`src/rtl/psram_arbiter_if.sv`:
```
// Requester and controller signals shared between the PSRAM arbiter and the
// blocks around it. The arbiter takes the slave view; the requesters and
// controller (or a bench standing in for them) take the master view.
interface psram_arbiter_if #(
  parameter int ADDR_BITS = 23,
  parameter int LEN_BITS  = 8
);
  // VGA line-fetch read port
  logic                 rd_req;
  logic [ADDR_BITS-1:0] rd_addr;
  logic [LEN_BITS-1:0]  rd_len;
  logic                 rd_grant;
  logic [7:0]           rd_data;
  logic                 rd_data_valid;
  logic                 rd_done;
  // MCU-bus write port
  logic                 wr_req;
  logic [ADDR_BITS-1:0] wr_addr;
  logic [LEN_BITS-1:0]  wr_len;
  logic [7:0]           wr_data;
  logic                 wr_grant;
  logic                 wr_data_ack;
  logic                 wr_done;
  // PSRAM controller side
  logic                 psram_enable;
  logic                 psram_rw;
  logic [ADDR_BITS-1:0] psram_address;
  logic [7:0]           psram_wdata;
  logic [7:0]           psram_rdata;
  logic                 psram_byte_strobe;
  logic                 psram_busy;

  modport slave (
    input  rd_req, rd_addr, rd_len, wr_req, wr_addr, wr_len, wr_data,
           psram_rdata, psram_byte_strobe, psram_busy,
    output rd_grant, rd_data, rd_data_valid, rd_done,
           wr_grant, wr_data_ack, wr_done,
           psram_enable, psram_rw, psram_address, psram_wdata
  );

  modport master (
    output rd_req, rd_addr, rd_len, wr_req, wr_addr, wr_len, wr_data,
           psram_rdata, psram_byte_strobe, psram_busy,
    input  rd_grant, rd_data, rd_data_valid, rd_done,
           wr_grant, wr_data_ack, wr_done,
           psram_enable, psram_rw, psram_address, psram_wdata
  );
endinterface

```
`src/rtl/psram_arbiter.sv`:
```
// Two-port arbiter in front of the single PSRAM controller. Reads (VGA line
// fetch) win by default; a pending write is forced through once it has been
// passed over STARVE_LIMIT times in a row. Each burst walks
// IDLE -> ARM -> BURST -> DRAIN, counting bytes on the controller strobe.
module psram_arbiter #(
  parameter int ADDR_BITS    = 23,
  parameter int LEN_BITS     = 8,
  parameter int STARVE_LIMIT = 4
) (
  input  logic           sysclk,
  input  logic           sys_reset_n,
  psram_arbiter_if.slave bus
);

  localparam int STARVE_BITS = (STARVE_LIMIT < 1) ? 1 : $clog2(STARVE_LIMIT + 1);
  localparam logic [STARVE_BITS-1:0] STARVE_MAX = STARVE_BITS'(STARVE_LIMIT);

  typedef enum logic [1:0] {IDLE, ARM, BURST, DRAIN} state_t;

  state_t                 r_state,     w_state;
  logic [STARVE_BITS-1:0] r_starve,    w_starve;
  logic [LEN_BITS-1:0]    r_cnt,       w_cnt;
  logic [LEN_BITS-1:0]    r_len,       w_len;
  logic [ADDR_BITS-1:0]   r_addr,      w_addr;
  logic                   r_dir,       w_dir;       // 1 = write burst
  logic                   r_rd_grant,  w_rd_grant;
  logic                   r_wr_grant,  w_wr_grant;
  logic                   r_enable,    w_enable;
  logic                   r_rw,        w_rw;
  logic [7:0]             r_rd_data,   w_rd_data;
  logic                   r_rd_valid,  w_rd_valid;
  logic                   r_wr_ack,    w_wr_ack;
  logic                   r_rd_done,   w_rd_done;
  logic                   r_wr_done,   w_wr_done;
  logic                   w_pick_wr;

  // A write wins when no read is waiting or when it has been starved long enough.
  assign w_pick_wr = bus.wr_req && (!bus.rd_req || (r_starve == STARVE_MAX));

  // Next-state and next-output decode; everything holds unless a state acts on it.
  always_comb begin
    w_state    = r_state;
    w_starve   = r_starve;
    w_cnt      = r_cnt;
    w_len      = r_len;
    w_addr     = r_addr;
    w_dir      = r_dir;
    w_rd_grant = r_rd_grant;
    w_wr_grant = r_wr_grant;
    w_enable   = r_enable;
    w_rw       = r_rw;
    w_rd_data  = r_rd_data;
    w_rd_valid = 1'b0;
    w_wr_ack   = 1'b0;
    w_rd_done  = 1'b0;
    w_wr_done  = 1'b0;
    case (r_state)
      IDLE: begin
        if (w_pick_wr) begin
          w_wr_grant = 1'b1;
          w_dir      = 1'b1;
          w_addr     = bus.wr_addr;
          w_len      = bus.wr_len;
          w_cnt      = '0;
          w_starve   = '0;
          w_state    = ARM;
        end else if (bus.rd_req) begin
          w_rd_grant = 1'b1;
          w_dir      = 1'b0;
          w_addr     = bus.rd_addr;
          w_len      = bus.rd_len;
          w_cnt      = '0;
          if (!bus.wr_req)
            w_starve = '0;
          else if (r_starve != STARVE_MAX)
            w_starve = r_starve + 1'b1;
          w_state    = ARM;
        end else if (!bus.wr_req) begin
          w_starve = '0;
        end
      end
      ARM: begin
        w_enable = 1'b1;
        w_rw     = r_dir;
        w_state  = BURST;
      end
      BURST: begin
        if (bus.psram_byte_strobe) begin
          if (r_dir) begin
            w_wr_ack = 1'b1;
          end else begin
            w_rd_valid = 1'b1;
            w_rd_data  = bus.psram_rdata;
          end
          // Compare before incrementing so len = all-ones never wraps the counter.
          if (r_cnt == r_len) begin
            w_cnt    = '0;
            w_enable = 1'b0;
            w_state  = DRAIN;
          end else begin
            w_cnt = r_cnt + 1'b1;
          end
        end
      end
      DRAIN: begin
        if (!bus.psram_busy) begin
          w_rd_grant = 1'b0;
          w_wr_grant = 1'b0;
          w_rw       = 1'b0;
          if (r_dir) w_wr_done = 1'b1;
          else       w_rd_done = 1'b1;
          w_state    = IDLE;
        end
      end
      default: w_state = IDLE;
    endcase
  end

  // State and output registers; async reset drops the burst without a done pulse.
  always_ff @(posedge sysclk or negedge sys_reset_n) begin
    if (!sys_reset_n) begin
      r_state    <= IDLE;
      r_starve   <= '0;
      r_cnt      <= '0;
      r_len      <= '0;
      r_addr     <= '0;
      r_dir      <= 1'b0;
      r_rd_grant <= 1'b0;
      r_wr_grant <= 1'b0;
      r_enable   <= 1'b0;
      r_rw       <= 1'b0;
      r_rd_data  <= '0;
      r_rd_valid <= 1'b0;
      r_wr_ack   <= 1'b0;
      r_rd_done  <= 1'b0;
      r_wr_done  <= 1'b0;
    end else begin
      r_state    <= w_state;
      r_starve   <= w_starve;
      r_cnt      <= w_cnt;
      r_len      <= w_len;
      r_addr     <= w_addr;
      r_dir      <= w_dir;
      r_rd_grant <= w_rd_grant;
      r_wr_grant <= w_wr_grant;
      r_enable   <= w_enable;
      r_rw       <= w_rw;
      r_rd_data  <= w_rd_data;
      r_rd_valid <= w_rd_valid;
      r_wr_ack   <= w_wr_ack;
      r_rd_done  <= w_rd_done;
      r_wr_done  <= w_wr_done;
    end
  end

  assign bus.rd_grant      = r_rd_grant;
  assign bus.rd_data       = r_rd_data;
  assign bus.rd_data_valid = r_rd_valid;
  assign bus.rd_done       = r_rd_done;
  assign bus.wr_grant      = r_wr_grant;
  assign bus.wr_data_ack   = r_wr_ack;
  assign bus.wr_done       = r_wr_done;
  assign bus.psram_enable  = r_enable;
  assign bus.psram_rw      = r_rw;
  // Address is latched at grant and stays stable before enable rises.
  assign bus.psram_address = r_addr;
  // Write byte passes straight through, but only while a write owns the controller.
  assign bus.psram_wdata   = r_wr_grant ? bus.wr_data : 8'h00;

endmodule
```
`src/flat_wrapper.sv`:
```
// flat-port wrapper written by rule: the top's interface ports become plain ports
module psram_arbiter_flat 
#(
  parameter int ADDR_BITS    = 23,
  parameter int LEN_BITS     = 8,
  parameter int STARVE_LIMIT = 4
)
  (sysclk, sys_reset_n, bus_rd_req, bus_rd_addr, bus_rd_len, bus_wr_req, bus_wr_addr, bus_wr_len, bus_wr_data, bus_psram_rdata, bus_psram_byte_strobe, bus_psram_busy, bus_rd_grant, bus_rd_data, bus_rd_data_valid, bus_rd_done, bus_wr_grant, bus_wr_data_ack, bus_wr_done, bus_psram_enable, bus_psram_rw, bus_psram_address, bus_psram_wdata);
  psram_arbiter_if #(.ADDR_BITS(ADDR_BITS), .LEN_BITS(LEN_BITS)) bus_i ();
  input  logic sysclk;
  input  logic sys_reset_n;
  input wire logic [$bits(bus_i.rd_req)-1:0] bus_rd_req;
  input wire logic [$bits(bus_i.rd_addr)-1:0] bus_rd_addr;
  input wire logic [$bits(bus_i.rd_len)-1:0] bus_rd_len;
  input wire logic [$bits(bus_i.wr_req)-1:0] bus_wr_req;
  input wire logic [$bits(bus_i.wr_addr)-1:0] bus_wr_addr;
  input wire logic [$bits(bus_i.wr_len)-1:0] bus_wr_len;
  input wire logic [$bits(bus_i.wr_data)-1:0] bus_wr_data;
  input wire logic [$bits(bus_i.psram_rdata)-1:0] bus_psram_rdata;
  input wire logic [$bits(bus_i.psram_byte_strobe)-1:0] bus_psram_byte_strobe;
  input wire logic [$bits(bus_i.psram_busy)-1:0] bus_psram_busy;
  output wire logic [$bits(bus_i.rd_grant)-1:0] bus_rd_grant;
  output wire logic [$bits(bus_i.rd_data)-1:0] bus_rd_data;
  output wire logic [$bits(bus_i.rd_data_valid)-1:0] bus_rd_data_valid;
  output wire logic [$bits(bus_i.rd_done)-1:0] bus_rd_done;
  output wire logic [$bits(bus_i.wr_grant)-1:0] bus_wr_grant;
  output wire logic [$bits(bus_i.wr_data_ack)-1:0] bus_wr_data_ack;
  output wire logic [$bits(bus_i.wr_done)-1:0] bus_wr_done;
  output wire logic [$bits(bus_i.psram_enable)-1:0] bus_psram_enable;
  output wire logic [$bits(bus_i.psram_rw)-1:0] bus_psram_rw;
  output wire logic [$bits(bus_i.psram_address)-1:0] bus_psram_address;
  output wire logic [$bits(bus_i.psram_wdata)-1:0] bus_psram_wdata;
  assign bus_i.rd_req = bus_rd_req;
  assign bus_i.rd_addr = bus_rd_addr;
  assign bus_i.rd_len = bus_rd_len;
  assign bus_i.wr_req = bus_wr_req;
  assign bus_i.wr_addr = bus_wr_addr;
  assign bus_i.wr_len = bus_wr_len;
  assign bus_i.wr_data = bus_wr_data;
  assign bus_i.psram_rdata = bus_psram_rdata;
  assign bus_i.psram_byte_strobe = bus_psram_byte_strobe;
  assign bus_i.psram_busy = bus_psram_busy;
  assign bus_rd_grant = bus_i.rd_grant;
  assign bus_rd_data = bus_i.rd_data;
  assign bus_rd_data_valid = bus_i.rd_data_valid;
  assign bus_rd_done = bus_i.rd_done;
  assign bus_wr_grant = bus_i.wr_grant;
  assign bus_wr_data_ack = bus_i.wr_data_ack;
  assign bus_wr_done = bus_i.wr_done;
  assign bus_psram_enable = bus_i.psram_enable;
  assign bus_psram_rw = bus_i.psram_rw;
  assign bus_psram_address = bus_i.psram_address;
  assign bus_psram_wdata = bus_i.psram_wdata;
  psram_arbiter #(.ADDR_BITS(ADDR_BITS), .LEN_BITS(LEN_BITS), .STARVE_LIMIT(STARVE_LIMIT)) u_core (.sysclk(sysclk), .sys_reset_n(sys_reset_n), .bus(bus_i));
endmodule
```
`config.mk`:
```
export PLATFORM = sky130hd
export DESIGN_NAME = psram_arbiter_flat
export DESIGN_NICKNAME = d
export VERILOG_FILES = /design/src/rtl/psram_arbiter_if.sv /design/src/rtl/psram_arbiter.sv /design/src/flat_wrapper.sv
export SDC_FILE = /design/constraint.sdc
export NUM_CORES = 1
export LEC_CHECK = 0
export BUFFER_PORTS_ARGS = -buffer_cell sky130_fd_sc_hd__buf_2
export CORE_MARGIN = 2
export CORE_UTILIZATION = 43
export DETAILED_ROUTE_END_ITERATION = 8
export PLACE_DENSITY = 0.82
export SLEW_MARGIN = 5
export SYNTH_ARGS = -nofsm -noshare
export SYNTH_HDL_FRONTEND = slang
export SYNTH_SLANG_ARGS = --single-unit
export TNS_END_PERCENT = 1
```
`constraint.sdc`:
```
create_clock -name sysclk -period 1.6 [get_ports sysclk]
set_input_delay 0.24 -clock sysclk [delete_from_list [all_inputs] [get_ports sysclk]]
set_output_delay 0.24 -clock sysclk [all_outputs]
set_load 0.005 [all_outputs]
```
==> Yosys cells after proc, flatten, opt, wreduce, memory -nomap -nowiden <==
Cells that the tools add are included.
{ "op_classes": {"addsub": 2, "multipliers": 0, "n_div": 0, "order_cmp": 0, "n_eq_ne": 15, "n_shift": 0, "mux": 43, "bitwise_logic": 1, "n_reduce_logical": 18} }
{ "op_table": {"columns": ["op", "count"], "rows": [
  ["$mux 8", 7],
  ["$mux 23", 2],
  ["$mux 1", 18],
  ["$pmux 8 s2", 1],
  ["$mux 3", 5],
  ["$reduce_and 3->1", 5],
  ["$mux 2", 5],
  ["$reduce_bool 2->1", 5],
  ["$add 8x1->8 const B", 1],
  ["$eq 8x8->1", 1],
  ["$ne 2x2->1 const B", 4],
  ["$pmux 1 s2", 4],
  ["$pmux 2 s4", 1],
  ["$reduce_and 4->1", 2],
  ["$ne 3x2->1 const B", 2],
  ["$eq 2x2->1 const B", 2],
  ["$ne 2x1->1 const B", 2],
  ["$reduce_and 2->1", 2],
  ["$add 3x1->3 const B", 1],
  ["$eq 3x3->1 const B", 1],
  ["$ne 3x1->1 const B", 1],
  ["$ne 3x3->1 const B", 1],
  ["$eq 2x1->1 const B", 1],
  ["$logic_not 2->1", 1],
  ["4 further kinds", 4]
]} }
{ "totals": {"regBits": 61, "latchBits": 0, "ram_bits": 0, "rom_bits": 0, "in_bits": 84, "output_inout_bits": 47, "wordCells": 94, "memories": 0} }

==> Longest topological paths before layout <==
{ "depth": {"ltp_word": 5, "depth_mapped": 8, "mapped_depth_nobuf": 7} }

==> Worst setup path after synthesis <==
Ideal clock, no wire load.
{ "synth_path": {"path_kind": "register -> register", "from": "register u_core.r_state[0]", "to": "register u_core.r_state[1]", "setup_time_ns": 0.125, "arrival_ns": 1.654, "required_time_ns": 1.475, "slack_ns": -0.179, "stages_incl_launch_ff": 9, "n_path_buf": 1, "synth_period_minus_slack_ns": 1.779, "path_cell_list": "dfrtp_1 inv_1 ha_1 buf_6 or3b_1 nand2_2 a21o_4 nor2b_4 mux2_4"} }
{ "synth_between": {"elab_chain_len": 3, "word_cells_on_any_way": 10, "classes_between": "7 x eq/ne; 1 x mux; 2 x reduce/logical"} }
{ "synth_lines": {"columns": ["item", "line_no", "source"], "rows": [
  ["from (decl)", "psram_arbiter.sv:20", "state_t r_state, w_state;"],
  ["from (signal assigned)", "psram_arbiter.sv:138", "r_state <= w_state;"],
  ["$eq 2x2->1 or $logic_not 2->1 (tied branches)", "psram_arbiter.sv:57", "case (r_state)"],
  ["$ne 2x1->1 (no source line), or another cell as far along", null, null],
  ["$reduce_and 4->1 (no source line)", null, null]
]} }
Parallel ways exist; a longest one is shown, timed or not.
A chain may end at the register's enable or synchronous reset.

==> Worst setup path after layout <==
{ "layout_path": {"from": "register u_core.r_state[1]", "to": "register u_core.r_state[1]"} }
The elaborated chain is that of the path after synthesis.

==> run_summary.xml <==
<?xml version="1.0" encoding="UTF-8"?>
<metrics>
  <group name="cts">
    <metric name="tritoncts.num_buffers" unit="">9</metric>
    <metric name="cts.path.max_buffers" unit="">2</metric>
    <metric name="clock_latency" unit="ps">340</metric>
    <metric name="cts_htree_levels" unit="">3</metric>
    <metric name="tritoncts" unit="">done</metric>
    <metric name="cts_root_buffer" unit="">clkbuf_8</metric>
    <metric name="cts_sinks" unit="">61</metric>
    <metric name="path_clk_slew" unit="ps">70</metric>
  </group>
  <group name="global_routing">
    <metric name="grt_antenna_before_repair" unit="">0</metric>
    <metric name="via_count_of_the_first_global_routing_pass" unit="">2551</metric>
    <metric name="grt_first_pass_wirelength" unit="µm">11200</metric>
    <metric name="grt_resource_usage_total" unit="%">18.8</metric>
    <metric name="grt_start_max_net_pins" unit="">63</metric>
    <metric name="globalRouteOverflowTotal" unit="">0</metric>
  </group>
  <group name="routing">
    <metric name="total_via_count_in_the_routed_design" unit="">2655</metric>
    <metric name="drtPass1Iterations" unit="">4</metric>
    <metric name="detail_route.iter0.violations" unit="">70</metric>
    <metric name="drc" unit="">0</metric>
    <metric name="antenna_violating_nets_post_route" unit="">0</metric>
    <metric name="finalWirelength" unit="µm">6940</metric>
    <metric name="post_drt_via_cell_ratio" unit="">4.78</metric>
    <metric name="detail_route.wl_per_cell" unit="µm">12.5</metric>
  </group>
  <group name="place">
    <metric name="post_dp_cell_area" unit="µm²">3920</metric>
    <metric name="portBuffers" unit="">130</metric>
    <metric name="gpl.final_weighted_congestion" unit="">0.881</metric>
    <metric name="dpl.hpwl" unit="µm">5030</metric>
  </group>
  <group name="sta">
    <metric name="fin_crit_sh" unit="%">105</metric>
    <metric name="grt_setup_unrepaired" unit="">true</metric>
    <metric name="tns" unit="ps">-184</metric>
    <metric name="hold-worst-slack" unit="ps">96.6</metric>
    <metric name="finalHoldViolations" unit="">0</metric>
    <metric name="relSlewSlack" unit="%">77.1</metric>
    <metric name="max_freq" unit="GHz">0.596</metric>
    <metric name="period_needed" unit="ps">1680</metric>
    <metric name="worst_slew_pin_slew" unit="ps">340</metric>
    <metric name="setup_ws" unit="ps">-77.1</metric>
    <metric name="setup_viol" unit="">8</metric>
    <metric name="finClkSkew" unit="ps">8.94</metric>
    <metric name="timing.final.max_slew_violations" unit="">0</metric>
  </group>
  <group name="critical_path">
    <metric name="crit_start_category" unit="">flop</metric>
    <metric name="worstPathArrival" unit="ps">1890</metric>
    <metric name="criticalPathCategory" unit="">flop to flop</metric>
    <metric name="critical_path.max_fanout" unit="">3</metric>
    <metric name="worst-endpoint-required" unit="ps">1810</metric>
    <metric name="setup.worst_path.end_class" unit="">flop</metric>
  </group>
  <group name="floorplan">
    <metric name="dieWidth" unit="µm">87.6</metric>
    <metric name="io_pins" unit="">131</metric>
    <metric name="std_cell_rows" unit="">30</metric>
    <metric name="core_area" unit="µm²">6790</metric>
    <metric name="die-area" unit="µm²">7680</metric>
    <metric name="floorplan.initialDensity" unit="%">44.3</metric>
    <metric name="fp.dieH" unit="µm">87.6</metric>
  </group>
  <group name="job">
    <metric name="drv_cap" unit="">0</metric>
  </group>
  <group name="finish">
    <metric name="fin_util" unit="%">62.1</metric>
    <metric name="finalNetCount" unit="">547</metric>
    <metric name="num_antenna_cells" unit="">0</metric>
    <metric name="area_delta_synth_final" unit="%">40.2</metric>
    <metric name="finish.instance_area" unit="µm²">4220</metric>
    <metric name="drive_gt1_share" unit="%">42.6</metric>
  </group>
  <group name="yosys">
    <metric name="synth_simple_gate_area_share" unit="%">15.6</metric>
    <metric name="syn-mean-instance-area" unit="µm²">10.1</metric>
    <metric name="synthAdderAreaFrac" unit="%">3.33</metric>
    <metric name="synth-warning-count" unit="">0</metric>
    <metric name="synth.area.mux_share" unit="%">11.1</metric>
    <metric name="synth_fp_nets" unit="">391</metric>
    <metric name="post_synth_instance_area" unit="µm²">3010</metric>
    <metric name="postSynthRegisterBits" unit="">61</metric>
    <metric name="syn_inst" unit="">299</metric>
    <metric name="post_synth_xor_area_fraction" unit="%">2.33</metric>
    <metric name="combinational_family_with_the_most_area_after_synthesis" unit="">simple AND/OR/NAND/NOR gates</metric>
    <metric name="synth_compound_area_share" unit="%">13.2</metric>
    <metric name="synthDistinctLibCells" unit="">41</metric>
    <metric name="ys_seq_area_share" unit="%">50.7</metric>
  </group>
  <group name="run_status">
    <metric name="violations" unit="">setup timing</metric>
    <metric name="status" unit="">finished, violations left</metric>
  </group>
  <group name="power">
    <metric name="cellPowerDensity" unit="nW/µm²">1600</metric>
    <metric name="static-leakage-power" unit="nW">2.33</metric>
    <metric name="post-layout-total-power" unit="mW">6.75</metric>
    <metric name="maximum_vdd_drop" unit="mV">0.878</metric>
  </group>
  <group name="hold_path">
    <metric name="timing.hold.worst.class" unit="">primary input to flop</metric>
  </group>
</metrics>
==> worst max-delay path: stages, from the launching register on <==
cell and delay [ps]:
dfrtp_1 410, inv_2 90, ha_4 130, or3b_4 400, nand2_4 100, a21o_4 100, nor2b_4 40, mux2_4 290
==> layout make-up <==
type | count | area [µm²]
Inverter | 9 | 36.3
Clock inverter | 5 | 33.8
Multi-Input combinational cell | 216 | 1440
Timing Repair Buffer | 158 | 905
Fill cell | 568 | 2580
Sequential cell | 61 | 1530
Tap cell | 96 | 120
Clock buffer | 11 | 151
==> power breakdown <==
part	internal [mW]	switching [mW]	total, mW
Sequential	2.16	0.363	2.52
Clock	0.645	0.602	1.25
Combinational	1.50	1.48	2.98
Total	4.30	2.44	6.75
==> synth_stat cells, drive strengths merged <==
master,number,area [µm²]
nor2,6,22.5
a31oi,1,6.26
or3b,1,8.76
o31ai,2,15.0
nand2,65,246
a22o,7,61.3
a21oi,5,25.0
o22ai,3,18.8
or2,1,6.26
inv,9,33.8
and3,4,25.0
ha,8,100
a21o,2,22.5
and3b,1,8.76
dfrtp,61,1530
nand4,2,12.5
or3,1,6.26
and2,8,50.1
mux2,1,15.0
nor3,2,10.0
o21ai,41,209
clkbuf,7,26.3
o32a,1,10.0
nand3,5,25.0
a21bo,1,10.0
nor2b,4,32.5
nand2b,1,6.26
o211ai,1,12.5
buf,6,50.0
xnor2,8,70.1
a21boi,1,7.51
nor3b,1,7.51
mux2i,32,320
==> cells by family after synthesis <==
logic type	count (synthesis)
adder cells (fa/ha/maj)	8
XOR/XNOR	8
AO/OA/AOI/OAI	65
AND/OR/NAND/NOR	102
multiplexers	33
buffers and inverters	22
flip-flops	61
==> state kept, by name (all words and copies together), names as in the netlist <==
name / flops
u_core.bus.psram_address: 23
u_core.bus.psram_enable: 1
u_core.bus.psram_rw: 1
u_core.bus.rd_data: 8
u_core.bus.rd_data_valid: 1
u_core.bus.rd_done: 1
u_core.bus.rd_grant: 1
u_core.bus.wr_data_ack: 1
u_core.bus.wr_done: 1
u_core.bus.wr_grant: 1
u_core.r_cnt: 8
u_core.r_dir: 1
u_core.r_len: 8
u_core.r_starve: 3
u_core.r_state: 2
==> through the flow <==
step / instances / setup WS, ps
after floorplan: 299 / -136
after global placement: 532 / -8.97
after detailed placement: 532 / -58.5
after CTS: 552 / -50.3
after global routing: 556 / -132
final: 556 / -77.1
==> path summary, 6_finish.rpt <==
check / slack [ps] / cells past startpoint / start / to
max in group asynchronous: 880 / 3 / sys_reset_n / u_core.r_cnt[6]
min in group asynchronous: 460 / 3 / sys_reset_n / u_core.bus.rd_data[1]
max reg2reg: -80 / 7 / u_core.r_state[1] / u_core.r_state[1]
min reg2reg: 470 / 2 / u_core.bus.rd_data[5] / u_core.bus.rd_data[5]
min: 100 / 3 / bus_psram_rdata[1] / u_core.bus.rd_data[1]
max: -80 / 7 / u_core.r_state[1] / u_core.r_state[1]
==> repair_timing <==
item                                   CTS  global route
setup endpoints to repair               24            50
hold buffers                             1             0
setup buffers                            3             4
gates resized for setup                  4            15
endpoints found under the hold margin   61             0
pin swaps                                3             7
==> layout by cell type (no fill, tap or decap), drive strengths merged <==
cell type	n
inv	10
nand4	2
a21oi	5
and2	8
mux2	1
a31oi	1
or2	1
a21bo	1
clkinv	2
clkbuf	11
dfrtp	61
and3b	1
or3	1
o211ai	1
a21boi	1
nand2	65
xnor2	8
nand2b	1
nor2	6
a22o	7
o31ai	2
and3	4
buf	157
o22ai	3
mux2i	32
nor3b	1
or3b	1
a21o	2
clkinvlp	2
dlygate4sd3	1
ha	8
o21ai	41
nand3	5
nor2b	4
o32a	1
nor3	2
==> per-layer routing <==
layer	vias up	GRT usage, %	share of wire, %
met5	-	0	0
met2	92	33.2	50
met3	12	5.09	6.2
li1	1336	-	-
met4	0	6.57	1.5
met1	1215	22.0	42
Note: power is estimated with default switching activity, not from simulation.
